### config.mk
export PLATFORM = sky130hd
export DESIGN_NAME = add16_flat
export DESIGN_NICKNAME = d
export VERILOG_FILES = /design/src/rtl/add16_pkg.sv /design/src/rtl/add16_if.sv /design/src/rtl/add16_full_adder.sv /design/src/rtl/add16.sv /design/src/flat_wrapper.sv
export SDC_FILE = /design/constraint.sdc
export NUM_CORES = 1
export LEC_CHECK = 0
export BUFFER_PORTS_ARGS = -buffer_cell sky130_fd_sc_hd__buf_2
export CAP_MARGIN = 20
export CORE_ASPECT_RATIO = 2
export CORE_MARGIN = 2
export CORE_UTILIZATION = 25
export CTS_CLUSTER_DIAMETER = 60
export DETAILED_ROUTE_END_ITERATION = 8
export PLACE_DENSITY = 0.63
export RECOVER_POWER = 25
export SLEW_MARGIN = 20
export SYNTH_ARGS = -nofsm -noshare
export SYNTH_HDL_FRONTEND = slang
export SYNTH_SLANG_ARGS = --single-unit
### constraint.sdc
create_clock -name clk -period 12.89 [get_ports clk]
set_input_delay 2.578 -clock clk [delete_from_list [all_inputs] [get_ports clk]]
set_output_delay 2.578 -clock clk [all_outputs]
set_load 0.05 [all_outputs]
### src/rtl/add16_pkg.sv
// Shared width constant and word type for the 16-bit adder slice.
package add_pkg;

    localparam int ADD_W = 16;

    typedef logic [ADD_W-1:0] word_t;

endpackage : add_pkg

### src/rtl/add16_if.sv
// Operand/result bundle between the adder and its consumers.
// The slave side computes the results; the master side supplies the addends.
interface add16_if;
    import add_pkg::*;

    word_t a;
    word_t b;
    word_t out;
    logic  cout;
    word_t out_q;
    logic  cout_q;

    modport master (
        output a,
        output b,
        input  out,
        input  cout,
        input  out_q,
        input  cout_q
    );

    modport slave (
        input  a,
        input  b,
        output out,
        output cout,
        output out_q,
        output cout_q
    );

endinterface : add16_if

### src/rtl/add16_full_adder.sv
// One-bit full adder cell, written gate-style to match the rest of the ALU datapath.
module full_adder (
    input  logic a,
    input  logic b,
    input  logic cin,
    output logic sum,
    output logic cout
);

    logic halfSum;

    // Propagate term is shared by the sum and the carry.
    assign halfSum = a ^ b;
    assign sum     = halfSum ^ cin;
    assign cout    = (a & b) | (cin & halfSum);

endmodule : full_adder

### src/rtl/add16.sv
// 16-bit ripple-carry adder with a combinational result and a one-cycle registered copy.
// The combinational path never touches clk or reset, so it stays valid with the clock stopped.
module add16
    import add_pkg::*;
(
    input  logic   clk,
    input  logic   reset,
    add16_if.slave bus
);

    logic [ADD_W:0] carryChain;
    word_t          sumWord;

    word_t          sum_d;
    word_t          sum_q;
    logic           carry_d;
    logic           carry_q;

    // Bit 0 is a full adder with its carry-in tied low, which acts as a half adder.
    assign carryChain[0] = 1'b0;

    genvar i;
    generate
        for (i = 0; i < ADD_W; i++) begin : gRipple
            full_adder uFullAdder (
                .a    (bus.a[i]),
                .b    (bus.b[i]),
                .cin  (carryChain[i]),
                .sum  (sumWord[i]),
                .cout (carryChain[i+1])
            );
        end
    endgenerate

    assign bus.out  = sumWord;
    assign bus.cout = carryChain[ADD_W];

    // Next-state for the pipeline copy is simply the live combinational result.
    always_comb begin
        sum_d   = sumWord;
        carry_d = carryChain[ADD_W];
    end

    // Capture the result each edge; reset wins and clears only this registered copy.
    always_ff @(posedge clk) begin
        if (reset) begin
            sum_q   <= '0;
            carry_q <= 1'b0;
        end else begin
            sum_q   <= sum_d;
            carry_q <= carry_d;
        end
    end

    assign bus.out_q  = sum_q;
    assign bus.cout_q = carry_q;

endmodule : add16

### src/flat_wrapper.sv
// flat-port wrapper written by rule: the top's interface ports become plain ports
module add16_flat import add_pkg::*;
  (clk, reset, bus_a, bus_b, bus_out, bus_cout, bus_out_q, bus_cout_q);
  add16_if bus_i ();
  input  logic clk;
  input  logic reset;
  input wire logic [$bits(bus_i.a)-1:0] bus_a;
  input wire logic [$bits(bus_i.b)-1:0] bus_b;
  output wire logic [$bits(bus_i.out)-1:0] bus_out;
  output wire logic [$bits(bus_i.cout)-1:0] bus_cout;
  output wire logic [$bits(bus_i.out_q)-1:0] bus_out_q;
  output wire logic [$bits(bus_i.cout_q)-1:0] bus_cout_q;
  assign bus_i.a = bus_a;
  assign bus_i.b = bus_b;
  assign bus_out = bus_i.out;
  assign bus_cout = bus_i.cout;
  assign bus_out_q = bus_i.out_q;
  assign bus_cout_q = bus_i.cout_q;
  add16 u_core (.clk(clk), .reset(reset), .bus(bus_i));
endmodule
# Word-level counts from Yosys, hierarchy flattened

Index checks and enable logic that the tools add are counted.

RAM bits: 0
Memories: 0
Output and inout port bits: 34
Bits in read-only memories: 0
Bits in registers: 17
Bits in latches: 0

Bitwise logic cells: 77
$mul: 0
Reductions and logical operators: 0
Mux-type cells: 0
Shifts and indexed selects: 0
$lt $le $gt $ge: 0
$add $sub $neg: 0
Equality and inequality tests: 0
Div/mod/pow operators: 0

Operators by type and width:

| operator         | number |
|---|---|
| AND 1 bit        | 31 |
| XOR 1 bit        | 31 |
| bitwise OR 1 bit | 15 |

# Longest topological paths before layout

Gate-level depths: netlist of run 1.

Depth after elaboration: 31
Mapped depth: 21
Gate-level depth less buffers: 20

# Hierarchy

From an unflattened synthesis of run 1, not the netlist that was laid out.

Cell total of the unflattened synthesis: 52
Area total of the unflattened synthesis: 799.5 um2

By module, submodules not included:

| module     | area an instance (um2) | cells each | times used |
|---|---|---|---|
| add16      | 479.2                  | 36         | 1 |
| full_adder | 20.0                   | 1          | 16 |

# Least setup slack after synthesis of run 1

No wires, ideal clock.

Path type: in2out
Start point: input bus_b[0]
End point: output bus_out[15]
Cell stages on the path: 21
Slack: 1.703 ns
Arrival time: 8.609 ns
Required time: 10.312 ns
Cells stage by stage: ha_1 -> fa_1 -> fa_1 -> fa_1 -> fa_1 -> fa_1 -> fa_1 -> fa_1 -> fa_1 -> inv_1 -> fa_1 -> inv_1 -> fa_1 -> fa_1 -> fa_1 -> fa_1 -> fa_1 -> inv_1 -> fa_1 -> inv_1 -> buf_4

Cells in the longest elaborated chain, start to end: 30

Ends and longest elaborated chain:

| what                   | line                   | text |
|---|---|---|
| start: declaration     | flat_wrapper.sv:8      | `input wire logic [$bits(bus_i.b)-1:0] bus_b;` |
| AND 1 bit (2 in a row) | add16_full_adder.sv:15 | `assign cout = (a & b) \| (cin & halfSum);` |
| bitwise OR 1 bit       | add16_full_adder.sv:15 |  |
| AND 1 bit              | add16_full_adder.sv:15 |  |
| bitwise OR 1 bit       | add16_full_adder.sv:15 |  |
| AND 1 bit              | add16_full_adder.sv:15 |  |
| bitwise OR 1 bit       | add16_full_adder.sv:15 |  |
| AND 1 bit              | add16_full_adder.sv:15 |  |
| bitwise OR 1 bit       | add16_full_adder.sv:15 |  |
| (+13 left out)         | -                      |  |
| bitwise OR 1 bit       | add16_full_adder.sv:15 |  |
| AND 1 bit              | add16_full_adder.sv:15 |  |
| bitwise OR 1 bit       | add16_full_adder.sv:15 |  |
| AND 1 bit              | add16_full_adder.sv:15 |  |
| bitwise OR 1 bit       | add16_full_adder.sv:15 |  |
| AND 1 bit              | add16_full_adder.sv:15 |  |
| bitwise OR 1 bit       | add16_full_adder.sv:15 |  |
| XOR 1 bit              | add16_full_adder.sv:14 | `assign sum = halfSum ^ cin;` |
| end: declaration       | flat_wrapper.sv:9      | `output wire logic [$bits(bus_i.out)-1:0] bus_out;` |

No other way between the ends.

# Worst setup path after layout of run 1

Same ends and word-level chain as after synthesis.

==> results.json, run 1 <==
{
  "cts_sinks": 17,
  "fmax_mhz": 86.0,
  "dpl.cell_count": 176,
  "start_util_pct": 25.9,
  "status": "finished, final reports clean",
  "cts_hold_buf": 0,
  "p_int_uw": 105,
  "port_buffers": 67,
  "n_antenna_cell": 0,
  "comb_power_share_pct": 51.1,
  "core_um2": 3570,
  "hold_viol": 0,
  "numCtsBuffers": 3,
  "worstHoldPathType": "primary input to flip-flop",
  "grt_setup_unrepaired": "no",
  "nets": 182,
  "first_global_vias": 672,
  "crit_buf_inv": 6,
  "setup_tns_ns": 0,
  "max_stage_delay_ns": 0.42,
  "fillers": 389,
  "postSynthCellCount": 77,
  "seq_area_frac_synth_pct": 36.8,
  "cts_setup_buffers": 0,
  "cts_resized": 0,
  "vias": 670,
  "place_ws_ns": 1.18,
  "post-route-util_pct": 34.3,
  "h-tree-depth": 1,
  "wl_per_cell_um": 9.79,
  "dp_hpwl_um": 1610,
  "critPathRequiredTime_ns": 10.31,
  "synthXorXnorAreaFrac_pct": 0,
  "path_class": "primary input to output port",
  "antenna_left": 0,
  "grt_pass1_wl_um": 2550,
  "track_usage_pct": 8.23,
  "synth_compound_area_share_pct": 0,
  "ys_ff_latch": 17,
  "clkTransAtPathRegs_ns": 0.06,
  "routed_via_density": 3.72,
  "seq_power_share_pct": 30.3,
  "powerDensity_nw_per_um2": 163,
  "cpLargestDelayFamily": "adder cells",
  "startpoint_type": "primary input",
  "synth_top_family_by_area": "adder cells",
  "cp_max_fo": 2,
  "worst_slew_pin_slew_ns": 0.606,
  "cts_tree": "done",
  "p_leak_uw": 0.000627,
  "die_h_um": 90.1,
  "drcViolationCount": 0,
  "wl_um": 1760,
  "io_pins": 68,
  "switching_share_pct": 47.5,
  "slew_violations": 0,
  "grt-ovfl-total": 0,
  "worstPathArrival_ns": 9.04,
  "area_growth_pct": 32.2,
  "grt_max_degree": 18,
  "syn_area_um2": 926,
  "p_clk_share_pct": 18.6,
  "synth_simple_gate_area_share_pct": 11.2,
  "syn-num-nets": 127,
  "p_sw_uw": 94.7,
  "die_w_um": 47.0,
  "setup_violations": 0,
  "root_buffer": "clkbuf_8",
  "drive_above_1_share_pct": 45.8,
  "vdd_drop_max_uv": 42.9,
  "syn_avg_cell_area_um2": 12.0,
  "min_period_ns": 11.62,
  "drtIter0Drc": 2,
  "finalCritPeriodShare_pct": 90.2,
  "ys.warnings.count": 0,
  "rows": 31,
  "maxSlewHeadroom_pct": 59.8,
  "cts_buffer_depth": 2,
  "crit_slowest_cell": "fa_1",
  "critPathCaptureType": "output port",
  "synth.area.mux_share_pct": 0,
  "dr.pass1.iters": 2,
  "fin_cells": 180,
  "ys_types": 9,
  "antenna_found_initial": 0,
  "crit_path_cell_trace": "buf_2, ha_1, fa_1, fa_1, fa_1, fa_1, fa_1, fa_1, fa_1, fa_1, inv_1, fa_1, inv_1, fa_1, fa_1, fa_1, fa_1, fa_1, inv_1, fa_1, inv_1, buf_2",
  "maxCapViolCount": 0,
  "routabilityCongestion": 0.586,
  "finalWorstSetupSlack_ns": 1.27,
  "cp_common_cell": "fa_1",
  "die-area_um2": 4240,
  "synth_fa_ha_area_share_pct": 33.8
}
layer usage:
layer | vias up | GRT usage (%) | routed length (µm)
li1 | 316 | - | -
met1 | 301 | 7.09 | 568
met2 | 51 | 15.6 | 941
met3 | 2 | 1.00 | 226
met4 | 0 | 4.86 | 27
met5 | - | 0 | 0
cell usage after synthesis (all sizes together):
cell | number | share of area, %
dfxtp | 17 | 37
nor2b | 10 | 6.8
nor2 | 3 | 1.2
inv | 10 | 4.1
ha | 1 | 1.4
and2b | 4 | 3.2
buf | 17 | 14
fa | 15 | 32
tightest hold or removal path, delay by kind of cell:
kind                     cells  cell delay (ns)
AND/OR/NAND/NOR              1             0.12
buffers and inverters        1             0.08
adder cells (fa/ha/maj)      1             0.12
area by class of cell:
class	count	area (µm²)	area share (%)
Multi-Input combinational cell	33	417	34.0
Sequential cell	17	340	27.8
Timing Repair Buffer	67	323	26.4
Tap cell	49	61.3	5.01
Clock buffer	4	45.0	3.68
Inverter	10	37.5	3.07
logic make-up (layout without fill, tap and decap cells):
logic type / count (synthesis) / in the layout
buf+inv: 27 / 81
flops: 17 / 17
simple gates: 17 / 17
fa+ha+maj: 16 / 16
flip-flops by register name, indices dropped and copies added (netlist names):
| signal | count |
|---|---|
| u_core.bus.cout_q | 1 |
| u_core.bus.out_q | 16 |
stage by stage:
stage	hold slack [ns]	power (µW)	instance area (µm²)
floorplan	2.65	153	926
CTS	2.69	204	1240
global route	2.70	211	1220
finish	2.69	200	1220
global placement	2.93	165	1190
detailed placement	2.94	166	1190
cell usage in the layout (no fill, tap or decap), drive strengths merged:
| cell | count |
|---|---|
| clkbuf | 14 |
| ha | 1 |
| and2b | 4 |
| nor2 | 3 |
| fa | 15 |
| nor2b | 10 |
| dfxtp | 17 |
| inv | 10 |
| buf | 57 |
path summary, 6_finish.rpt:
path,from,to,slack (ns),depth (start not counted)
setup / recovery,bus_b[0],bus_out[15],1.27,22
hold / removal,bus_a[0],u_core.bus.out_q[0]$_SDFF_PP0_,2.69,3
power by group through the flow:
stage                     registers, µW  logic (µW)  clock network [µW]
after floorplan                    85.3        67.5                   0
after global placement             61.5         104                   0
after detailed placement           61.6         104                   0
after CTS                          60.4         105                39.2
after global routing               61.2         109                41.0
final                              60.5         102                37.2
(Power assumes the default switching activity.)
==> run 2: changes to the inputs <==
--- a/config.mk
+++ b/config.mk
@@ -8,7 +8,6 @@
 export BUFFER_PORTS_ARGS = -buffer_cell sky130_fd_sc_hd__buf_2
 export CAP_MARGIN = 20
 export CORE_ASPECT_RATIO = 2
-export CORE_MARGIN = 2
 export CORE_UTILIZATION = 25
 export CTS_CLUSTER_DIAMETER = 60
 export DETAILED_ROUTE_END_ITERATION = 8
==> results.json, run 2 (synthesis gave the netlist of run 1 again) <==
{
  "cts_tree": "done",
  "cts_hold_buf": 0,
  "startpoint_type": "primary input",
  "antenna_found_initial": 0,
  "maxCapViolCount": 0,
  "numCtsBuffers": 3,
  "powerDensity_nw_per_um2": 163,
  "multiInputGateArea_um2": 417,
  "slew_violations": 0,
  "hold_viol": 0,
  "dp_hpwl_um": 1500,
  "layout_commonest_cell": "buf_2",
  "vdd_drop_max_uv": 51.9,
  "die_h_um": 88.1,
  "port_buffers": 67,
  "rows": 31,
  "worst_slew_pin_slew_ns": 0.608,
  "finalCritPeriodShare_pct": 90.4,
  "n_antenna_cell": 0,
  "setup_tns_ns": 0,
  "min_period_ns": 11.66,
  "fmax_mhz": 85.8,
  "area_growth_pct": 32.2,
  "wl_um": 1710,
  "routabilityCongestion": 0.634,
  "vias": 664,
  "nets": 182,
  "cp_max_fo": 2,
  "start_util_pct": 25.9,
  "h-tree-depth": 1,
  "cts_setup_buffers": 0,
  "cts_resized": 0,
  "setup_violations": 0,
  "die-area_um2": 3970,
  "wl_per_cell_um": 9.49,
  "status": "finished, final reports clean",
  "io_pins": 68,
  "critPathRequiredTime_ns": 10.31,
  "path_class": "primary input to output port",
  "drtIter0Drc": 14,
  "drive_above_1_share_pct": 45.8,
  "critPathCaptureType": "output port",
  "track_usage_pct": 8.52,
  "dr.pass1.iters": 2,
  "dpl_cell_area_um2": 1190,
  "grt-ovfl-total": 0,
  "clkTransAtPathRegs_ns": 0.06,
  "drcViolationCount": 0,
  "fin_area_um2": 1220,
  "first_global_vias": 637,
  "maxSlewHeadroom_pct": 59.7,
  "grt_max_degree": 18,
  "worstHoldPathType": "primary input to flip-flop",
  "fillers": 388,
  "cts_buffer_depth": 2,
  "worstPathArrival_ns": 9.08,
  "cts_sinks": 17,
  "grt_setup_unrepaired": "no",
  "final_cell_mix": "buf_2, dfxtp_1, fa_1",
  "core_um2": 3570,
  "routed_via_density": 3.69,
  "grt_pass1_wl_um": 2430,
  "largest_reg_flops": 16,
  "die_w_um": 45.0,
  "antenna_left": 0,
  "root_buffer": "clkbuf_8",
  "p_leak_uw": 0.000627,
  "seqCellArea_um2": 340
}
run 2: cell counts in the layout (fill, tap and decap cells not counted):
No cell type changed its count.
run 2: report_power, final:
part	internal (µW)	switching (µW)	leakage [µW]
Clock	21.8	15.5	0.0000228
Sequential	59.1	1.39	0.000142
Combinational	23.6	77.4	0.000463
Total	105	94.3	0.000627
run 2: path summary, 6_finish.rpt:
path	depth (start not counted)	start	endpoint
worst min-delay path	3	bus_a[0]	u_core.bus.out_q[0]$_SDFF_PP0_
worst max-delay path	22	bus_b[0]	bus_out[15]
run 2: through the flow:
stage          power, µW  std cells  hold slack [ns]  setup WS (ns)  util [%]
2_1_floorplan        153         77             2.65           1.70         -
3_3_place_gp         165        176             2.93           1.21      33.4
3_5_place_dp         165        176             2.93           1.20      33.4
4_1_cts              204        180             2.67           1.17      34.6
5_1_grt              210        180             2.69          0.951      34.3
6_report             199        180             2.68           1.23      34.3
run 2: routing by layer:
layer	share of wire, %	global-route usage [%]
met1	33	6.72
met3	13	2.68
met2	52	15.9
met4	1.6	6.34
met5	0	0
run 2: area by class of cell:
| cell class | instances | share of cell area, % |
|---|---|---|
| Clock buffer | 4 | 3.68 |
| Inverter | 10 | 3.07 |
| Multi-Input combinational cell | 33 | 34.0 |
| Sequential cell | 17 | 27.8 |
| Tap cell | 49 | 5.01 |
| Timing Repair Buffer | 67 | 26.4 |
run 2: worst max-delay path: stages:
cell   delay (ns)
buf_2        0.10
ha_1         0.20
fa_1         0.39
fa_1         0.40
fa_1         0.40
fa_1         0.40
fa_1         0.40
fa_1         0.39
fa_1         0.39
fa_1         0.39
inv_1        0.08
fa_1         0.16
inv_1        0.05
fa_1         0.37
fa_1         0.40
fa_1         0.41
fa_1         0.40
fa_1         0.37
inv_1        0.08
fa_1         0.42
inv_1        0.06
buf_2        0.25
